### config.mk
export PLATFORM = sky130hd
export DESIGN_NAME = alu_multicycle
export DESIGN_NICKNAME = d
export VERILOG_FILES = /design/src/rtl/alu_pkg.sv /design/src/rtl/alu_iter_unit.sv /design/src/rtl/alu_multicycle.sv
export SDC_FILE = /design/constraint.sdc
export NUM_CORES = 1
export LEC_CHECK = 0
export BUFFER_PORTS_ARGS = -buffer_cell sky130_fd_sc_hd__buf_2
export CORE_ASPECT_RATIO = 0.75
export CORE_MARGIN = 5
export CORE_UTILIZATION = 30
export DETAILED_ROUTE_END_ITERATION = 12
export PLACE_DENSITY = 0.45
export SLEW_MARGIN = 20
export SYNTH_ARGS = -nofsm -noshare
export SYNTH_HDL_FRONTEND = slang
export SYNTH_SLANG_ARGS = --single-unit
### constraint.sdc
create_clock -name clk_i -period 5.4 [get_ports clk_i]
set_input_delay 0 -clock clk_i [delete_from_list [all_inputs] [get_ports clk_i]]
set_output_delay 0 -clock clk_i [all_outputs]
set_load 0.1 [all_outputs]
### src/rtl/alu_pkg.sv
// Shared opcodes, FSM state encoding and dispatch helper for the multicycle ALU.
package alu_pkg;

    // Opcode encoding carried on ctrl_i.
    localparam logic [2:0] OP_PASS = 3'b000;
    localparam logic [2:0] OP_ADD  = 3'b001;
    localparam logic [2:0] OP_SUB  = 3'b010;
    localparam logic [2:0] OP_MUL  = 3'b011;
    localparam logic [2:0] OP_DIV  = 3'b100;
    localparam logic [2:0] OP_MOD  = 3'b101;
    localparam logic [2:0] OP_AND  = 3'b110;
    localparam logic [2:0] OP_XOR  = 3'b111;

    // Control FSM states.
    typedef enum logic [1:0] {
        ST_IDLE = 2'b00,
        ST_CALC = 2'b01,
        ST_DONE = 2'b10
    } state_t;

    // True when the operation has to go through the iterative unit.
    // Division by zero is resolved immediately, so it never iterates.
    function automatic logic is_iterative(input logic [2:0] op, input logic b_zero);
        return (op == OP_MUL) || (((op == OP_DIV) || (op == OP_MOD)) && !b_zero);
    endfunction

endpackage

### src/rtl/alu_iter_unit.sv
// Iterative shift-add multiplier / restoring divider, one step per strobe.
// hi/lo present the values the registers will hold after the current step,
// so the controller can capture the final result on the edge that runs it.
module alu_iter_unit
    import alu_pkg::*;
#(
    parameter int WIDTH = 8
) (
    input  logic             clk_i,
    input  logic             rst_i,
    input  logic             load,
    input  logic             step,
    input  logic             div_mode,
    input  logic [WIDTH-1:0] a,
    input  logic [WIDTH-1:0] b,
    output logic             last,
    output logic [WIDTH-1:0] lo,
    output logic [WIDTH-1:0] hi
);

    localparam int CW = $clog2(WIDTH + 1);

    // acc: high partial product / partial remainder.
    // mq : multiplier shifting out, product low half shifting in;
    //      or dividend shifting out, quotient bits shifting in.
    logic [WIDTH-1:0] acc;
    logic [WIDTH-1:0] mq;
    logic [WIDTH-1:0] operand_b;
    logic             mode_div;
    logic [CW-1:0]    count;

    logic [WIDTH:0]   sum;
    logic [WIDTH:0]   shifted;
    logic [WIDTH:0]   trial;

    // One-step datapath for both algorithms.
    always_comb begin
        sum     = {1'b0, acc} + (mq[0] ? {1'b0, operand_b} : '0);
        shifted = {acc, mq[WIDTH-1]};
        trial   = shifted - {1'b0, operand_b};
        if (mode_div) begin
            // Borrow out of the trial subtraction means shifted < divisor.
            if (!trial[WIDTH]) begin
                hi = trial[WIDTH-1:0];
                lo = {mq[WIDTH-2:0], 1'b1};
            end else begin
                hi = shifted[WIDTH-1:0];
                lo = {mq[WIDTH-2:0], 1'b0};
            end
        end else begin
            hi = sum[WIDTH:1];
            lo = {sum[0], mq[WIDTH-1:1]};
        end
    end

    assign last = (count == CW'(1));

    // Iteration registers: loaded at request, advanced once per step strobe.
    always_ff @(posedge clk_i or posedge rst_i) begin
        if (rst_i) begin
            acc       <= '0;
            mq        <= '0;
            operand_b <= '0;
            mode_div  <= 1'b0;
            count     <= '0;
        end else if (load) begin
            acc       <= '0;
            mq        <= a;
            operand_b <= b;
            mode_div  <= div_mode;
            count     <= CW'(WIDTH);
        end else if (step) begin
            acc       <= hi;
            mq        <= lo;
            count     <= count - CW'(1);
        end
    end

endmodule

### src/rtl/alu_multicycle.sv
// Clocked WIDTH-bit ALU with start/busy/done handshake. Single-cycle ops and
// divide-by-zero finish immediately; MUL/DIV/MOD run WIDTH iterations.
module alu_multicycle
    import alu_pkg::*;
#(
    parameter int WIDTH = 8
) (
    input  logic             clk_i,
    input  logic             rst_i,
    input  logic             start_i,
    input  logic [2:0]       ctrl_i,
    input  logic [WIDTH-1:0] data0_i,
    input  logic [WIDTH-1:0] data1_i,
    output logic             busy_o,
    output logic             done_o,
    output logic [WIDTH-1:0] result_o,
    output logic [WIDTH-1:0] result_hi_o,
    output logic             zero_o,
    output logic             carry_o,
    output logic             err_o
);

    state_t           state;
    state_t           state_nxt;
    logic [2:0]       op_q;

    logic             b_zero;
    logic             iter_load;
    logic             iter_step;
    logic             iter_last;
    logic [WIDTH-1:0] iter_lo;
    logic [WIDTH-1:0] iter_hi;

    logic             out_load;
    logic [WIDTH-1:0] res_nxt;
    logic [WIDTH-1:0] hi_nxt;
    logic             carry_nxt;
    logic             err_nxt;
    logic [WIDTH:0]   sum;
    logic [WIDTH:0]   diff;

    assign b_zero = (data1_i == '0);
    assign sum    = {1'b0, data0_i} + {1'b0, data1_i};
    assign diff   = {1'b0, data0_i} - {1'b0, data1_i};
    assign busy_o = (state != ST_IDLE);

    alu_iter_unit #(.WIDTH(WIDTH)) u_iter (
        .clk_i    (clk_i),
        .rst_i    (rst_i),
        .load     (iter_load),
        .step     (iter_step),
        .div_mode (ctrl_i != OP_MUL),
        .a        (data0_i),
        .b        (data1_i),
        .last     (iter_last),
        .lo       (iter_lo),
        .hi       (iter_hi)
    );

    // State register.
    always_ff @(posedge clk_i or posedge rst_i) begin
        // NOTE: sequential state uses non-blocking assignments so every flop samples pre-edge values.
        if (rst_i) begin
            state <= ST_IDLE;
        end else begin
            state <= state_nxt;
        end
    end

    // Next-state and strobes: request dispatch, iteration, completion.
    always_comb begin
        // NOTE: every output of this block is defaulted first so no latch is inferred.
        state_nxt = state;
        iter_load = 1'b0;
        iter_step = 1'b0;
        out_load  = 1'b0;
        case (state)
            ST_IDLE: begin
                if (start_i) begin
                    if (is_iterative(ctrl_i, b_zero)) begin
                        iter_load = 1'b1;
                        state_nxt = ST_CALC;
                    end else begin
                        out_load  = 1'b1;
                        state_nxt = ST_DONE;
                    end
                end
            end
            ST_CALC: begin
                iter_step = 1'b1;
                if (iter_last) begin
                    out_load  = 1'b1;
                    state_nxt = ST_DONE;
                end
            end
            ST_DONE: state_nxt = ST_IDLE;
            default: state_nxt = ST_IDLE;
        endcase
    end

    // Result/flag selection: iterative results in CALC, immediate ops otherwise.
    always_comb begin
        res_nxt   = '0;
        hi_nxt    = '0;
        carry_nxt = 1'b0;
        err_nxt   = 1'b0;
        if (state == ST_CALC) begin
            case (op_q)
                OP_MUL: begin
                    res_nxt   = iter_lo;
                    hi_nxt    = iter_hi;
                    carry_nxt = |iter_hi;
                end
                OP_DIV: begin
                    res_nxt = iter_lo;
                    hi_nxt  = iter_hi;
                end
                default: res_nxt = iter_hi;
            endcase
        end else begin
            case (ctrl_i)
                OP_PASS: res_nxt = data0_i;
                OP_ADD:  {carry_nxt, res_nxt} = sum;
                OP_SUB:  {carry_nxt, res_nxt} = diff;
                // Only reached with a zero divisor.
                OP_DIV: begin
                    res_nxt = '1;
                    hi_nxt  = data0_i;
                    err_nxt = 1'b1;
                end
                OP_MOD: begin
                    res_nxt = data0_i;
                    hi_nxt  = data0_i;
                    err_nxt = 1'b1;
                end
                OP_AND:  res_nxt = data0_i & data1_i;
                OP_XOR:  res_nxt = data0_i ^ data1_i;
                default: res_nxt = '0;
            endcase
        end
    end

    // Registered outputs: captured on the edge entering DONE, held until the next one.
    always_ff @(posedge clk_i or posedge rst_i) begin
        if (rst_i) begin
            op_q        <= OP_PASS;
            done_o      <= 1'b0;
            result_o    <= '0;
            result_hi_o <= '0;
            zero_o      <= 1'b0;
            carry_o     <= 1'b0;
            err_o       <= 1'b0;
        end else begin
            done_o <= (state == ST_DONE);
            if (iter_load) begin
                op_q <= ctrl_i;
            end
            if (out_load) begin
                result_o    <= res_nxt;
                result_hi_o <= hi_nxt;
                zero_o      <= (res_nxt == '0);
                carry_o     <= carry_nxt;
                err_o       <= err_nxt;
            end
        end
    end

endmodule

* Word level (Yosys, flattened, before mapping)
Cells that the tools add are included.
** Storage, ports and cells
- Register bits :: 54
- Input bits :: 22
- Output and inout bits :: 21
- Word-level logic and storage cells :: 84
** Cells by class
- Add/sub/neg operators :: 5
- Equal/unequal tests :: 15
- Muxes and demuxes :: 34
- Bitwise logic cells :: 2
- Reductions and logical operators :: 15
** Operator list (number)
- $mux 8 :: 13
- $pmux 8 s6 :: 1
- $logic_not 8->1 :: 2
- $eq 3x3->1 const B :: 5
- $mux 1 :: 12
- $add 8x8->9 :: 1
- $add 8x9->9 :: 1
- $eq 3x2->1 const B :: 3
- $sub 8x8->9 :: 1
- $sub 9x8->9 :: 1
- $and 8x8->8 :: 1
- $mux 4 :: 2
- $reduce_or 8->1 :: 1
- $xor 8x8->8 :: 1
- $mux 2 :: 3
- $reduce_or 2->1 :: 3
- $eq 4x1->1 const B :: 1
- $ne 2x2->1 const B :: 2
- $pmux 1 s2 :: 2
- $pmux 2 s2 :: 1
- $reduce_bool 2->1 :: 2
- $sub 4x1->4 const B :: 1
- $eq 3x1->1 const B :: 1
- $logic_not 3->1 :: 1
- other kinds (8) :: 9

* Depth between registers and ports, before layout
- Depth in word-level cells :: 8
- Mapped depth :: 13

* Modules after synthesis
From an unflattened synthesis, not the netlist that was laid out.
** Second synthesis, totals
- Cell total of the unflattened synthesis :: 557
- Area total of the unflattened synthesis :: 4732.0 µm²
** By module, submodules not included
- alu_multicycle :: instances 1, cells an instance 296, area an instance 2442.3 µm²
- alu_iter_unit :: instances 1, cells an instance 261, area an instance 2289.7 µm²

* Worst setup path before layout
OpenSTA, ideal clock, no wires.
- Path type :: register to register
- Start :: register u_iter.mq[7]
- End :: register zero_o
- Setup time :: 70 ps
- Data arrival time :: 2970 ps
- Required time :: 5330 ps
- Path slack :: 2360 ps
- Cell stages (with the launch flop) :: 14
- Path buffers :: 0
- Clock period less this slack :: 3040 ps
- Path through :: dfrtp_1 -> inv_1 -> ha_1 -> inv_1 -> fa_1 -> a211oi_2 -> o211ai_1 -> o211ai_4 -> mux2_4 -> a211o_1 -> a21o_1 -> a311oi_1 -> and4_1 -> a32o_2
** On the way
- Longest elaborated chain between the ends :: 6
- Elaborated cells on any way between the ends :: 8
- Classes of those cells :: add/sub: 1; mux: 6; reduce/logical: 1
** Ends and longest elaborated chain
- start, declared :: line alu_iter_unit.sv:27 : logic [WIDTH-1:0] mq;
- start signal, assigned :: line alu_iter_unit.sv:74 : mq <= lo;
- $sub 9x8->9 :: line alu_iter_unit.sv:40 : trial = shifted - {1'b0, operand_b};
- $mux 8 / $mux 1 (equally long branches) :: line alu_iter_unit.sv:43 : if (!trial[WIDTH]) begin
- $mux 8 :: line alu_iter_unit.sv:41 : if (mode_div) begin
- $mux 8 * :: line alu_multicycle.sv:108 : case (op_q)
- $mux 8 * :: line alu_multicycle.sv:107 : if (state == ST_CALC) begin
- $logic_not 8->1 * :: line alu_multicycle.sv:161 : zero_o <= (res_nxt == '0);
- end signal, assigned :: line alu_multicycle.sv:161
- end, declared :: line alu_multicycle.sv:18 : output logic zero_o,
Mark *: on every way between the ends. The rest lies on a longest branch, timed or not.
A chain may end at the register's enable or synchronous reset.

* Worst setup path after layout
Same ends and word-level chain as after synthesis.

==> metrics.txt <==
TNS Setup=0 ns; largest net degree at the start of global routing=55; met1 Resource Use GR=28.1%; # diodes=0; Mapped Cells=567; share of async-settable or async-resettable flops after synthesis=100%; area grow syn2layout=13.9%; status=completed; Final ANT Viol Nets=0; row cnt=38; CTS Sinks=54; Die H=116 µm; Post-Synth Simple-Gate Area=20.4%; GRT overflow=0; Post-synth EDFFs=0; Die Area=0.0176 mm²; CTS clk-pin slew, worst paths=0.08 ns; total power=3.40 mW; Max Fclk=298 MHz; Worst setup SP type=register; drt pass-1 iters=4; CTS H-tree depth=2; compound-gate portion of the synthesized area=27.4%; PortBufs=42; area leader, netlist=dfrtp_1; synth top area cells=dfrtp_1 30%, ha_1 9.7%, nor2_1 6.1%; drc violations=0; Post-Synth Adder-Cell Area=11.5%; GR Util All Layers=17.5%; most instantiated cells after synthesis=73 x nor2_1, 60 x nand2_1, 54 x dfrtp_1; final hold viol count=0; CTS tree=done; Rel. slew slack=33.2%; Avg Cell Area, Syn=7.95 µm²; CP Capture Type=register; IO Pins=43; Tmin final=3.36 ns; post-synth cell types=66; Mapped Area=0.00451 mm²; syn nets=628; filler instances=1541; cell with the most instances after synthesis=nor2_1; clk_skew=0.00746 ns; Seq/Total Area, Yosys=30.0%; Hold Crit Class=in -> reg; met2 Track Usage GR=24.9%; multiplexer share of the synthesized area=2.36%; CTS Buf Count=5; Critical Path Fanout Max=7; cts repair resizes=0; placer congestion estimate=0.871; non-filler cells, final=800; GR Layer Usage met3=3.30%; total number of vias=4284; Skew-Pair Late Insertion Delay=0.30 ns; DP Cell Count=787; leading register cell type out of synthesis=dfrtp_1; vias per inst=5.36; post-DP HPWL=11600 µm; VDD IR-drop max=0.230 mV; area share of the largest cell type after synthesis=30.0%; WL/cell=18.9 µm; first-pass GRT wire length=23800 µm; critical path type=reg -> reg; pwr/cell area=662 mW/mm²; largest family of logic cells by synthesized area=compound AO/OA/AOI/OAI gates; final wirelength=15100 µm; max cap viols=0; Leak Pwr=2.35 nW; RSZ-0062 raised after global routing=no; CTS root buffer=clkbuf_16; number of global-route vias before repair=4091; share of cells above drive strength 1=11.2%; initial DRC count=402; gr busiest metal=met1; XOR/XNOR Fraction of Synth Area=3.30%; #FFs+latches synth=54; Starting Density=30.9%; maximum clock path buffer count=2; Final setup viols=0; Die Wd=152 µm; period utilization=62.2%; critical path required time=5.64 ns; WP data arrival=3.60 ns; Core ar.=0.0146 mm²; worst slew pin tran=1.00 ns; nets@finish=660; yosys warns=0; Pins Over Slew Limit=0; initial antenna violation count=0
-- stage by stage --
step | util [%] | hold WS (ns) | worst slack (ns) | instance area, µm²
after CTS | 35.2 | 0.0126 | 2.04 | 5130
after global routing | 35.2 | 0.0232 | 1.75 | 5130
after detailed placement | 33.6 | 0.260 | 2.08 | 4910
after global placement | 33.6 | 0.252 | 2.14 | 4910
final | 35.2 | 0.00483 | 2.04 | 5130
after floorplan | - | 0.105 | 2.36 | 4510
-- critical path, stage by stage, from the launching register on --
cell	delay, ns
dfrtp_1	0.40
inv_1	0.08
ha_1	0.17
inv_1	0.06
fa_1	0.48
a211oi_2	0.28
o211ai_1	0.20
o211ai_4	0.18
mux2_4	0.34
a211o_1	0.30
a21o_1	0.17
a311oi_1	0.23
and4_1	0.23
a32o_2	0.16
-- final cells by class --
class / instances / area [µm²] / share of cell area, %
multi-input combinational: 453 / 2940 / 57.2
tap: 200 / 250 / 4.88
inverter: 33 / 124 / 2.41
clock buffer: 5 / 125 / 2.44
sequential: 54 / 1350 / 26.3
timing repair buffer: 52 / 298 / 5.80
clock inverter: 3 / 47.5 / 0.926
-- report_power, final --
group / internal [mW] / switching, mW
Sequential: 0.586 / 0.198
Combinational: 0.685 / 1.55
Clock: 0.222 / 0.160
Total: 1.49 / 1.90
-- cells in the final DEF (no fill, tap or decap), types with 3 or more instances in the layout --
cell type      netlist  layout
a22oi_1              5       5
a21o_1               9       9
mux2i_1              8       8
ha_1                35      35
nor4_1               5       5
buf_2                1      42
nor3_1              12      11
dfrtp_1             54      54
nor2_1              73      73
o221ai_1             3       3
o21ai_0             46      46
and2_1              10      10
o22ai_1              7       7
o21a_1               6       6
nand3b_1             3       3
clkbuf_16            0       5
buf_4                0       5
dlygate4sd3_1        0       5
inv_1               33      32
a211o_1              5       5
a211oi_1             4       4
nand2_1             60      60
o31ai_1              5       5
nand3_1             13      13
nand2b_1            10      10
o211ai_1             9       9
xor2_1               9       9
a221oi_1             4       4
xnor2_1              8       8
fa_1                 4       4
a221o_1              5       5
a21oi_1             44      44
a31oi_1              5       5
nor2b_1              5       5
o21ai_1              3       3
-- state kept, by name, indices dropped and copies added (netlist names) --
register          flops
u_iter.count          4
done_o                1
op_q                  3
carry_o               1
u_iter.acc            8
u_iter.mq             8
u_iter.operand_b      8
result_hi_o           8
u_iter.mode_div       1
err_o                 1
result_o              8
state                 2
zero_o                1
-- cell families (layout without fill, tap and decap cells) --
| group | count (synthesis) | after routing |
|---|---|---|
| AOI/OAI and AO/OA | 186 | 186 |
| xor gates and xnor gates | 17 | 17 |
| adders and majority gates | 39 | 39 |
| buffers and inverters | 60 | 93 |
| DFF | 54 | 54 |
| muxes | 10 | 10 |
| and+or+nand+nor | 201 | 201 |
-- routing by layer --
layer	vias up	part of all wire (%)
met5	-	0
met4	0	0.53
met3	6	5.6
met2	120	41
met1	2062	53
li1	2096	-
-- final timing paths --
check,from,to,slack [ns],cells after the start
setup / recovery,u_iter.mq[7]$_DFFE_PP0P_,zero_o$_DFFE_PP0P_,2.04,13
hold / removal,data1_i[3],u_iter.operand_b[3]$_DFFE_PP0P_,0.005,3
setup reg to reg,u_iter.mq[7]$_DFFE_PP0P_,zero_o$_DFFE_PP0P_,2.04,13
hold reg to reg,state[0]$_DFFE_PP0P_,done_o$_DFF_PP0_,0.48,1
max in group asynchronous,rst_i,u_iter.mq[1]$_DFFE_PP0P_,4.44,4
min in group asynchronous,rst_i,u_iter.count[1]$_DFFE_PP0P_,0.47,4
-- timing repair --
action	in CTS	in global routing
buffers inserted	0	0
hold endpoints to repair	58	0
endpoints found under the setup margin	0	0
hold buffers	5	0
Power figures use the tool's default switching activity.
